--- src/rtl/fragment_depth_writer_if.sv ---
// Fragment writer bus: FIFO drain side, depth buffer port, colour buffer port and control.
// The master side drives configuration and memory/FIFO responses; the writer sits on the slave side.
interface fragment_depth_writer_if #(
   parameter int DATA_WIDTH    = 32,
   parameter int FB_ADDR_WIDTH = 20
);
   logic                     en;
   logic                     start;
   logic                     upstream_done;
   logic                     ready;
   logic                     done;
   logic [DATA_WIDTH-1:0]    frag_fifo_rd_data;
   logic                     frag_fifo_rd_en;
   logic                     frag_fifo_empty;
   logic [31:0]              resx;
   logic [31:0]              resy;
   logic                     depth_test_en;
   logic [1:0]               depth_func;
   logic                     depth_write_en;
   logic [FB_ADDR_WIDTH-1:0] depth_rd_addr;
   logic                     depth_rd_en;
   logic [DATA_WIDTH-1:0]    depth_rd_data;
   logic [FB_ADDR_WIDTH-1:0] depth_wr_addr;
   logic [DATA_WIDTH-1:0]    depth_wr_data;
   logic                     depth_wr_en;
   logic [FB_ADDR_WIDTH-1:0] fb_wr_addr;
   logic [DATA_WIDTH-1:0]    fb_wr_data;
   logic                     fb_wr_en;
   logic [31:0]              frags_written;
   logic [31:0]              frags_discarded;

   modport master (
      output en, start, upstream_done, frag_fifo_rd_data, frag_fifo_empty,
             resx, resy, depth_test_en, depth_func, depth_write_en, depth_rd_data,
      input  ready, done, frag_fifo_rd_en, depth_rd_addr, depth_rd_en,
             depth_wr_addr, depth_wr_data, depth_wr_en, fb_wr_addr, fb_wr_data, fb_wr_en,
             frags_written, frags_discarded
   );

   modport slave (
      input  en, start, upstream_done, frag_fifo_rd_data, frag_fifo_empty,
             resx, resy, depth_test_en, depth_func, depth_write_en, depth_rd_data,
      output ready, done, frag_fifo_rd_en, depth_rd_addr, depth_rd_en,
             depth_wr_addr, depth_wr_data, depth_wr_en, fb_wr_addr, fb_wr_data, fb_wr_en,
             frags_written, frags_discarded
   );
endinterface

--- src/rtl/fragment_depth_writer.sv ---
// Final raster stage: drains 3-word fragment records, depth-tests them and writes
// passing fragments to the colour framebuffer, one triangle per start/done transaction.
module fragment_depth_writer #(
   parameter int DATA_WIDTH    = 32,
   parameter int FB_ADDR_WIDTH = 20,
   parameter int MEM_LATENCY   = 1
) (
   input logic                  clk,
   input logic                  reset,
   fragment_depth_writer_if.slave bus
);
   typedef enum logic [2:0] {IDLE, READ, CHECK, DEPTH_WAIT, WRITE, DONE} state_t;

   localparam int CNT_W = $clog2(MEM_LATENCY + 1) + 1;

   state_t                   state;
   logic [1:0]               issued;
   logic [1:0]               captured;
   logic                     pop_pending;
   logic [CNT_W-1:0]         wait_cnt;
   logic [FB_ADDR_WIDTH-1:0] addr_reg;
   logic                     ready_reg;
   logic                     done_reg;
   logic                     depth_rd_en_reg;
   logic [FB_ADDR_WIDTH-1:0] depth_rd_addr_reg;
   logic                     depth_wr_en_reg;
   logic                     fb_wr_en_reg;
   logic [FB_ADDR_WIDTH-1:0] wr_addr_reg;
   logic [DATA_WIDTH-1:0]    depth_wr_data_reg;
   logic [DATA_WIDTH-1:0]    fb_wr_data_reg;
   logic [31:0]              written_reg;
   logic [31:0]              discarded_reg;

   logic [DATA_WIDTH-1:0]    word [3];
   logic                     rd_en;
   logic [15:0]              frag_x;
   logic [15:0]              frag_y;
   logic [DATA_WIDTH-1:0]    frag_z;
   logic [FB_ADDR_WIDTH-1:0] pix_addr;
   logic                     discard;
   logic                     bypass;
   logic                     depth_pass;

   // Record word registers; a pop issued last cycle lands in the next free slot even with en low.
   genvar gi;
   generate
      for (gi = 0; gi < 3; gi++) begin : g_word
         logic [DATA_WIDTH-1:0] word_reg;
         always_ff @(posedge clk or posedge reset) begin
            if (reset)
               word_reg <= '0;
            else if (pop_pending && captured == 2'(gi))
               word_reg <= bus.frag_fifo_rd_data;
         end
         assign word[gi] = word_reg;
      end
   endgenerate

   assign rd_en    = (state == READ) && bus.en && !bus.frag_fifo_empty && (issued < 2'd3);
   assign frag_x   = word[0][31:16];
   assign frag_y   = word[0][15:0];
   assign frag_z   = word[1];
   assign pix_addr = FB_ADDR_WIDTH'(({16'd0, bus.resx} * {32'd0, frag_y}) + {32'd0, frag_x});

   assign discard = ({16'd0, frag_x} >= bus.resx) || ({16'd0, frag_y} >= bus.resy) ||
                    frag_z[DATA_WIDTH-1] || (bus.depth_test_en && bus.depth_func == 2'b11);
   assign bypass  = !bus.depth_test_en || bus.depth_func == 2'b10;

   // Non-negative IEEE floats order the same as their unsigned bit patterns.
   always_comb begin
      depth_pass = 1'b0;
      case (bus.depth_func)
         2'b00:   depth_pass = frag_z <  bus.depth_rd_data;
         2'b01:   depth_pass = frag_z <= bus.depth_rd_data;
         2'b10:   depth_pass = 1'b1;
         default: depth_pass = 1'b0;
      endcase
   end

   always_ff @(posedge clk or posedge reset) begin
      if (reset) begin
         state             <= IDLE;
         issued            <= '0;
         captured          <= '0;
         pop_pending       <= 1'b0;
         wait_cnt          <= '0;
         addr_reg          <= '0;
         ready_reg         <= 1'b1;
         done_reg          <= 1'b0;
         depth_rd_en_reg   <= 1'b0;
         depth_rd_addr_reg <= '0;
         depth_wr_en_reg   <= 1'b0;
         fb_wr_en_reg      <= 1'b0;
         wr_addr_reg       <= '0;
         depth_wr_data_reg <= '0;
         fb_wr_data_reg    <= '0;
         written_reg       <= '0;
         discarded_reg     <= '0;
      end else begin
         pop_pending <= rd_en;
         if (pop_pending)
            captured <= captured + 2'd1;
         done_reg        <= 1'b0;
         depth_rd_en_reg <= 1'b0;
         depth_wr_en_reg <= 1'b0;
         fb_wr_en_reg    <= 1'b0;
         if (bus.en) begin
            case (state)
               IDLE: begin
                  if (bus.start) begin
                     state     <= READ;
                     ready_reg <= 1'b0;
                     issued    <= '0;
                  end
               end
               READ: begin
                  if (rd_en)
                     issued <= issued + 2'd1;
                  if (captured == 2'd3) begin
                     state    <= CHECK;
                     issued   <= '0;
                     captured <= '0;
                  end else if (issued == 2'd0 && bus.frag_fifo_empty && bus.upstream_done) begin
                     state    <= DONE;
                     done_reg <= 1'b1;
                  end
               end
               CHECK: begin
                  addr_reg <= pix_addr;
                  if (discard) begin
                     discarded_reg <= discarded_reg + 32'd1;
                     state         <= READ;
                  end else if (bypass) begin
                     fb_wr_en_reg      <= 1'b1;
                     fb_wr_data_reg    <= word[2];
                     depth_wr_en_reg   <= bus.depth_write_en;
                     depth_wr_data_reg <= frag_z;
                     wr_addr_reg       <= pix_addr;
                     written_reg       <= written_reg + 32'd1;
                     state             <= WRITE;
                  end else begin
                     depth_rd_en_reg   <= 1'b1;
                     depth_rd_addr_reg <= pix_addr;
                     wait_cnt          <= '0;
                     state             <= DEPTH_WAIT;
                  end
               end
               DEPTH_WAIT: begin
                  if (wait_cnt == CNT_W'(MEM_LATENCY)) begin
                     if (depth_pass) begin
                        fb_wr_en_reg      <= 1'b1;
                        fb_wr_data_reg    <= word[2];
                        depth_wr_en_reg   <= bus.depth_write_en;
                        depth_wr_data_reg <= frag_z;
                        wr_addr_reg       <= addr_reg;
                        written_reg       <= written_reg + 32'd1;
                        state             <= WRITE;
                     end else begin
                        discarded_reg <= discarded_reg + 32'd1;
                        state         <= READ;
                     end
                  end else begin
                     wait_cnt <= wait_cnt + CNT_W'(1);
                  end
               end
               WRITE: state <= READ;
               DONE: begin
                  ready_reg <= 1'b1;
                  state     <= IDLE;
               end
               default: state <= IDLE;
            endcase
         end
      end
   end

   assign bus.ready           = ready_reg;
   assign bus.done            = done_reg;
   assign bus.frag_fifo_rd_en = rd_en;
   assign bus.depth_rd_en     = depth_rd_en_reg;
   assign bus.depth_rd_addr   = depth_rd_addr_reg;
   assign bus.depth_wr_en     = depth_wr_en_reg;
   assign bus.depth_wr_addr   = wr_addr_reg;
   assign bus.depth_wr_data   = depth_wr_data_reg;
   assign bus.fb_wr_en        = fb_wr_en_reg;
   assign bus.fb_wr_addr      = wr_addr_reg;
   assign bus.fb_wr_data      = fb_wr_data_reg;
   assign bus.frags_written   = written_reg;
   assign bus.frags_discarded = discarded_reg;
endmodule

--- src/flat_wrapper.sv ---
// flat-port wrapper written by rule: the top's interface ports become plain ports
module fragment_depth_writer_flat 
#(
   parameter int DATA_WIDTH    = 32,
   parameter int FB_ADDR_WIDTH = 20,
   parameter int MEM_LATENCY   = 1
)
  (clk, reset, bus_en, bus_start, bus_upstream_done, bus_frag_fifo_rd_data, bus_frag_fifo_empty, bus_resx, bus_resy, bus_depth_test_en, bus_depth_func, bus_depth_write_en, bus_depth_rd_data, bus_ready, bus_done, bus_frag_fifo_rd_en, bus_depth_rd_addr, bus_depth_rd_en, bus_depth_wr_addr, bus_depth_wr_data, bus_depth_wr_en, bus_fb_wr_addr, bus_fb_wr_data, bus_fb_wr_en, bus_frags_written, bus_frags_discarded);
  fragment_depth_writer_if #(.DATA_WIDTH(DATA_WIDTH), .FB_ADDR_WIDTH(FB_ADDR_WIDTH)) bus_i ();
  input logic clk;
  input logic reset;
  input wire logic [$bits(bus_i.en)-1:0] bus_en;
  input wire logic [$bits(bus_i.start)-1:0] bus_start;
  input wire logic [$bits(bus_i.upstream_done)-1:0] bus_upstream_done;
  input wire logic [$bits(bus_i.frag_fifo_rd_data)-1:0] bus_frag_fifo_rd_data;
  input wire logic [$bits(bus_i.frag_fifo_empty)-1:0] bus_frag_fifo_empty;
  input wire logic [$bits(bus_i.resx)-1:0] bus_resx;
  input wire logic [$bits(bus_i.resy)-1:0] bus_resy;
  input wire logic [$bits(bus_i.depth_test_en)-1:0] bus_depth_test_en;
  input wire logic [$bits(bus_i.depth_func)-1:0] bus_depth_func;
  input wire logic [$bits(bus_i.depth_write_en)-1:0] bus_depth_write_en;
  input wire logic [$bits(bus_i.depth_rd_data)-1:0] bus_depth_rd_data;
  output wire logic [$bits(bus_i.ready)-1:0] bus_ready;
  output wire logic [$bits(bus_i.done)-1:0] bus_done;
  output wire logic [$bits(bus_i.frag_fifo_rd_en)-1:0] bus_frag_fifo_rd_en;
  output wire logic [$bits(bus_i.depth_rd_addr)-1:0] bus_depth_rd_addr;
  output wire logic [$bits(bus_i.depth_rd_en)-1:0] bus_depth_rd_en;
  output wire logic [$bits(bus_i.depth_wr_addr)-1:0] bus_depth_wr_addr;
  output wire logic [$bits(bus_i.depth_wr_data)-1:0] bus_depth_wr_data;
  output wire logic [$bits(bus_i.depth_wr_en)-1:0] bus_depth_wr_en;
  output wire logic [$bits(bus_i.fb_wr_addr)-1:0] bus_fb_wr_addr;
  output wire logic [$bits(bus_i.fb_wr_data)-1:0] bus_fb_wr_data;
  output wire logic [$bits(bus_i.fb_wr_en)-1:0] bus_fb_wr_en;
  output wire logic [$bits(bus_i.frags_written)-1:0] bus_frags_written;
  output wire logic [$bits(bus_i.frags_discarded)-1:0] bus_frags_discarded;
  assign bus_i.en = bus_en;
  assign bus_i.start = bus_start;
  assign bus_i.upstream_done = bus_upstream_done;
  assign bus_i.frag_fifo_rd_data = bus_frag_fifo_rd_data;
  assign bus_i.frag_fifo_empty = bus_frag_fifo_empty;
  assign bus_i.resx = bus_resx;
  assign bus_i.resy = bus_resy;
  assign bus_i.depth_test_en = bus_depth_test_en;
  assign bus_i.depth_func = bus_depth_func;
  assign bus_i.depth_write_en = bus_depth_write_en;
  assign bus_i.depth_rd_data = bus_depth_rd_data;
  assign bus_ready = bus_i.ready;
  assign bus_done = bus_i.done;
  assign bus_frag_fifo_rd_en = bus_i.frag_fifo_rd_en;
  assign bus_depth_rd_addr = bus_i.depth_rd_addr;
  assign bus_depth_rd_en = bus_i.depth_rd_en;
  assign bus_depth_wr_addr = bus_i.depth_wr_addr;
  assign bus_depth_wr_data = bus_i.depth_wr_data;
  assign bus_depth_wr_en = bus_i.depth_wr_en;
  assign bus_fb_wr_addr = bus_i.fb_wr_addr;
  assign bus_fb_wr_data = bus_i.fb_wr_data;
  assign bus_fb_wr_en = bus_i.fb_wr_en;
  assign bus_frags_written = bus_i.frags_written;
  assign bus_frags_discarded = bus_i.frags_discarded;
  fragment_depth_writer #(.DATA_WIDTH(DATA_WIDTH), .FB_ADDR_WIDTH(FB_ADDR_WIDTH), .MEM_LATENCY(MEM_LATENCY)) u_core (.clk(clk), .reset(reset), .bus(bus_i));
endmodule
--- config.mk ---
export PLATFORM = sky130hd
export DESIGN_NAME = fragment_depth_writer_flat
export DESIGN_NICKNAME = d
export VERILOG_FILES = /design/src/rtl/fragment_depth_writer_if.sv /design/src/rtl/fragment_depth_writer.sv /design/src/flat_wrapper.sv
export SDC_FILE = /design/constraint.sdc
export NUM_CORES = 1
export LEC_CHECK = 0
export ABC_CLOCK_PERIOD_IN_PS = 11400
export BUFFER_PORTS_ARGS = -buffer_cell sky130_fd_sc_hd__buf_2
export CAP_MARGIN = 20
export CORE_MARGIN = 1
export CORE_UTILIZATION = 55
export CTS_CLUSTER_SIZE = 8
export DETAILED_ROUTE_END_ITERATION = 10
export PLACE_DENSITY = 0.78
export SYNTH_ARGS = -nofsm -noshare
export SYNTH_HDL_FRONTEND = slang
export SYNTH_SLANG_ARGS = --single-unit
--- constraint.sdc ---
create_clock -name clk -period 11.4 [get_ports clk]
set_input_delay 2.28 -clock clk [delete_from_list [all_inputs] [get_ports clk]]
set_output_delay 2.28 -clock clk [all_outputs]
set_load 0.05 [all_outputs]
==> flow_summary.ini <==
[outcome]
status = completed

[worst_setup_path]
r2r_cells = 19
cpPeakStageDelay_ns = 0.54
arrival_ns = 7.98
path_cells = buf_2 > and2_1 > fa_1 > inv_1 > fa_1 > fa_1 > inv_1 > ha_1 > fa_1 > inv_1 > fa_1 > inv_1 > ha_1 > or4_1 > o22ai_1 > o211ai_1 > and3_1 > or3_1 > and2_1 > mux2_2
start_kind = input pin
path_max_fanout = 17
critPathKind = in -> reg
end_kind = flop
cpMaxStageDelayCell = fa_1
crit_required_ns = 11.81
path_common_cell = fa_1

[finish]
multiInputGateArea_mm2 = 0.0113
largest_reg_flops = 64
synthToLayoutAreaGrowth_pct = 15.4
drive_above_1_share = 0.267
seqCellArea_mm2 = 0.00748
final_cell_mix = buf_2 (331), inv_1 (325), dfrtp_1 (298)
mostFrequentLayoutCell = buf_2
fillers = 2882
nets = 2649

[clock_tree]
cts_buffer_depth = 3
insertion_delay_ns = 0.54
hold_buffers = 0
cts-root-buf = clkbuf_16
cts_buffers = 43
clkTransAtPathRegs_ns = 0.05
cts_resized = 0
numClockSinks = 299
htreeDepth = 2
cts_tree = done
postCtsSetupBuffers = 0

[routing]
drc = 0
wl_per_cell_um = 18.5
dr_total_vias = 14824
wl_mm = 50.1
viasPerCell = 5.47
dr.pass1.iters = 5
drtIter0Drc = 774
ant_nets = 0

[die]
initial_core_util = 0.558
ios = 332
fp.dieW_um = 195
dieArea_mm2 = 0.0379
chipHeight_um = 195
coreArea_mm2 = 0.0366
rows = 70

[sta]
drv_slew = 0
setup_viol = 0
slew_headroom = 0.315
final.min_clock_period_ns = 7.57
worstMarginPinSlew_ns = 1.02
grt_setup_unrepaired = false
hold_viol = 0
fin_crit_sh = 0.664
timing.fmax_mhz = 132
finalSetupTns_ns = 0
skew_ns = 0.0196

[worst_hold_path]
min_path_type = reg -> reg
holdPathStages = 1

[global_routing]
grt_pass1_vias = 15667
grt_max_degree = 152
antenna_found_initial = 9
grt_overflow = 0
grt_pass1_wl_mm = 82.2
grt_usage = 0.272

[synth]
synth_edf_count = 0
yosys_warnings = 0
async_reset_ff_frac = 1.00
synth.distinct_cells = 59
syn_nets = 2350
syn_area_mm2 = 0.0204
avgSynthCellArea_um2 = 10.6
synth_seq_cells = 299
synthFlopType = dfrtp_1
yosysSeqAreaShare = 0.366
netlist_instances = 1929

[placement]
hpwl_mm = 38.2
place.port_buffers = 331
gp_congestion = 0.910

[run]
cap_violations = 0
critical path, delay by kind of cell:
family                     cells  cell delay, ns
AOI/OAI and AO/OA              2            0.54
muxes                          1            0.26
adders and majority gates      7            3.12
and+or+nand+nor                5            1.35
buffers and inverters          5            0.40
cells by family (layout without fill, tap and decap cells):
family | Yosys count | count (layout) | synth area share
XOR/XNOR | 104 | 104 | 0.0453
AO/OA/AOI/OAI | 137 | 137 | 0.0425
AND/OR/NAND/NOR | 478 | 478 | 0.120
flip-flops | 299 | 299 | 0.366
other | 0 | 6 | 0
multiplexers | 213 | 213 | 0.116
adder cells (fa/ha/maj) | 283 | 283 | 0.229
buffers and inverters | 415 | 724 | 0.0812
synthesized netlist by cell type, types with 3 or more instances:
cell type,instances,area [um2]
xor2_1,36,315
inv_1,326,1220
mux2_2,193,2170
nor2_1,39,146
a21o_1,5,37.5
nor4_2,6,75.1
dfrtp_1,298,7460
o211ai_1,6,45.0
a21oi_1,35,175
and2_1,107,669
o21a_1,4,30.0
nor4_1,13,81.3
a21boi_0,3,22.5
mux2i_1,20,200
buf_1,12,45.0
xnor2_1,67,587
fa_1,151,3020
ha_1,132,1650
nor3_1,30,150
a31oi_1,3,18.8
and3_1,21,131
and4_1,6,52.6
buf_4,21,158
o21ai_0,47,235
nor3b_1,3,22.5
o21bai_1,4,30.0
nand3_1,45,225
clkbuf_1,43,161
nand4_1,27,169
nand2_1,166,623
nor2b_1,6,37.5
a221o_1,3,30.0
buf_2,12,60.1
a211oi_1,10,75.1
layer usage:
metal  wire, um  track usage  share of wire
met1      21200        0.354           0.42
met2      23500        0.441           0.47
met3       3650       0.0704          0.073
met4       1600       0.0971          0.032
met5         65            0         0.0013
cell type report:
| cell class | instances | area share |
|---|---|---|
| multi-input cells | 1215 | 0.480 |
| inverters | 326 | 0.0522 |
| clock buffers | 52 | 0.0475 |
| clock inverters | 3 | 0.00143 |
| repair buffers | 343 | 0.0766 |
| flip-flops and latches | 299 | 0.317 |
| well taps | 468 | 0.0248 |
| diodes | 6 | 0.000637 |
path summary, 6_finish.rpt:
kind                            slack (ns)                             end                      startpoint
max in group asynchronous             8.10          u_core.bus.depth_wr_en                           reset
worst min register to register        0.47  u_core.bus.frags_discarded[31]  u_core.bus.frags_discarded[31]
min in group asynchronous             1.66    u_core.bus.depth_wr_data[24]                           reset
worst max register to register        5.08    u_core.bus.depth_rd_addr[19]    u_core.g_word[0].word_reg[5]
worst max-delay path                  3.83    u_core.bus.depth_rd_addr[19]                     bus_resx[4]
worst min-delay path                  0.47  u_core.bus.frags_discarded[31]  u_core.bus.frags_discarded[31]
metrics by stage:
stage	hold WS, ns	std cells	area (um2)	worst slack (ns)	utilization
floorplan	0.442	1929	20400	0.861	-
finish	0.467	2712	23600	3.83	0.644
global route	0.481	2708	23600	3.55	0.644
global placement	0.451	2648	22300	3.41	0.610
detailed placement	0.460	2649	22400	3.32	0.611
CTS	0.469	2704	23500	3.87	0.643
Power is left out: the tool's default activity adds up to more than one toggle a clock period on the data nets, which glitch-free logic cannot reach.
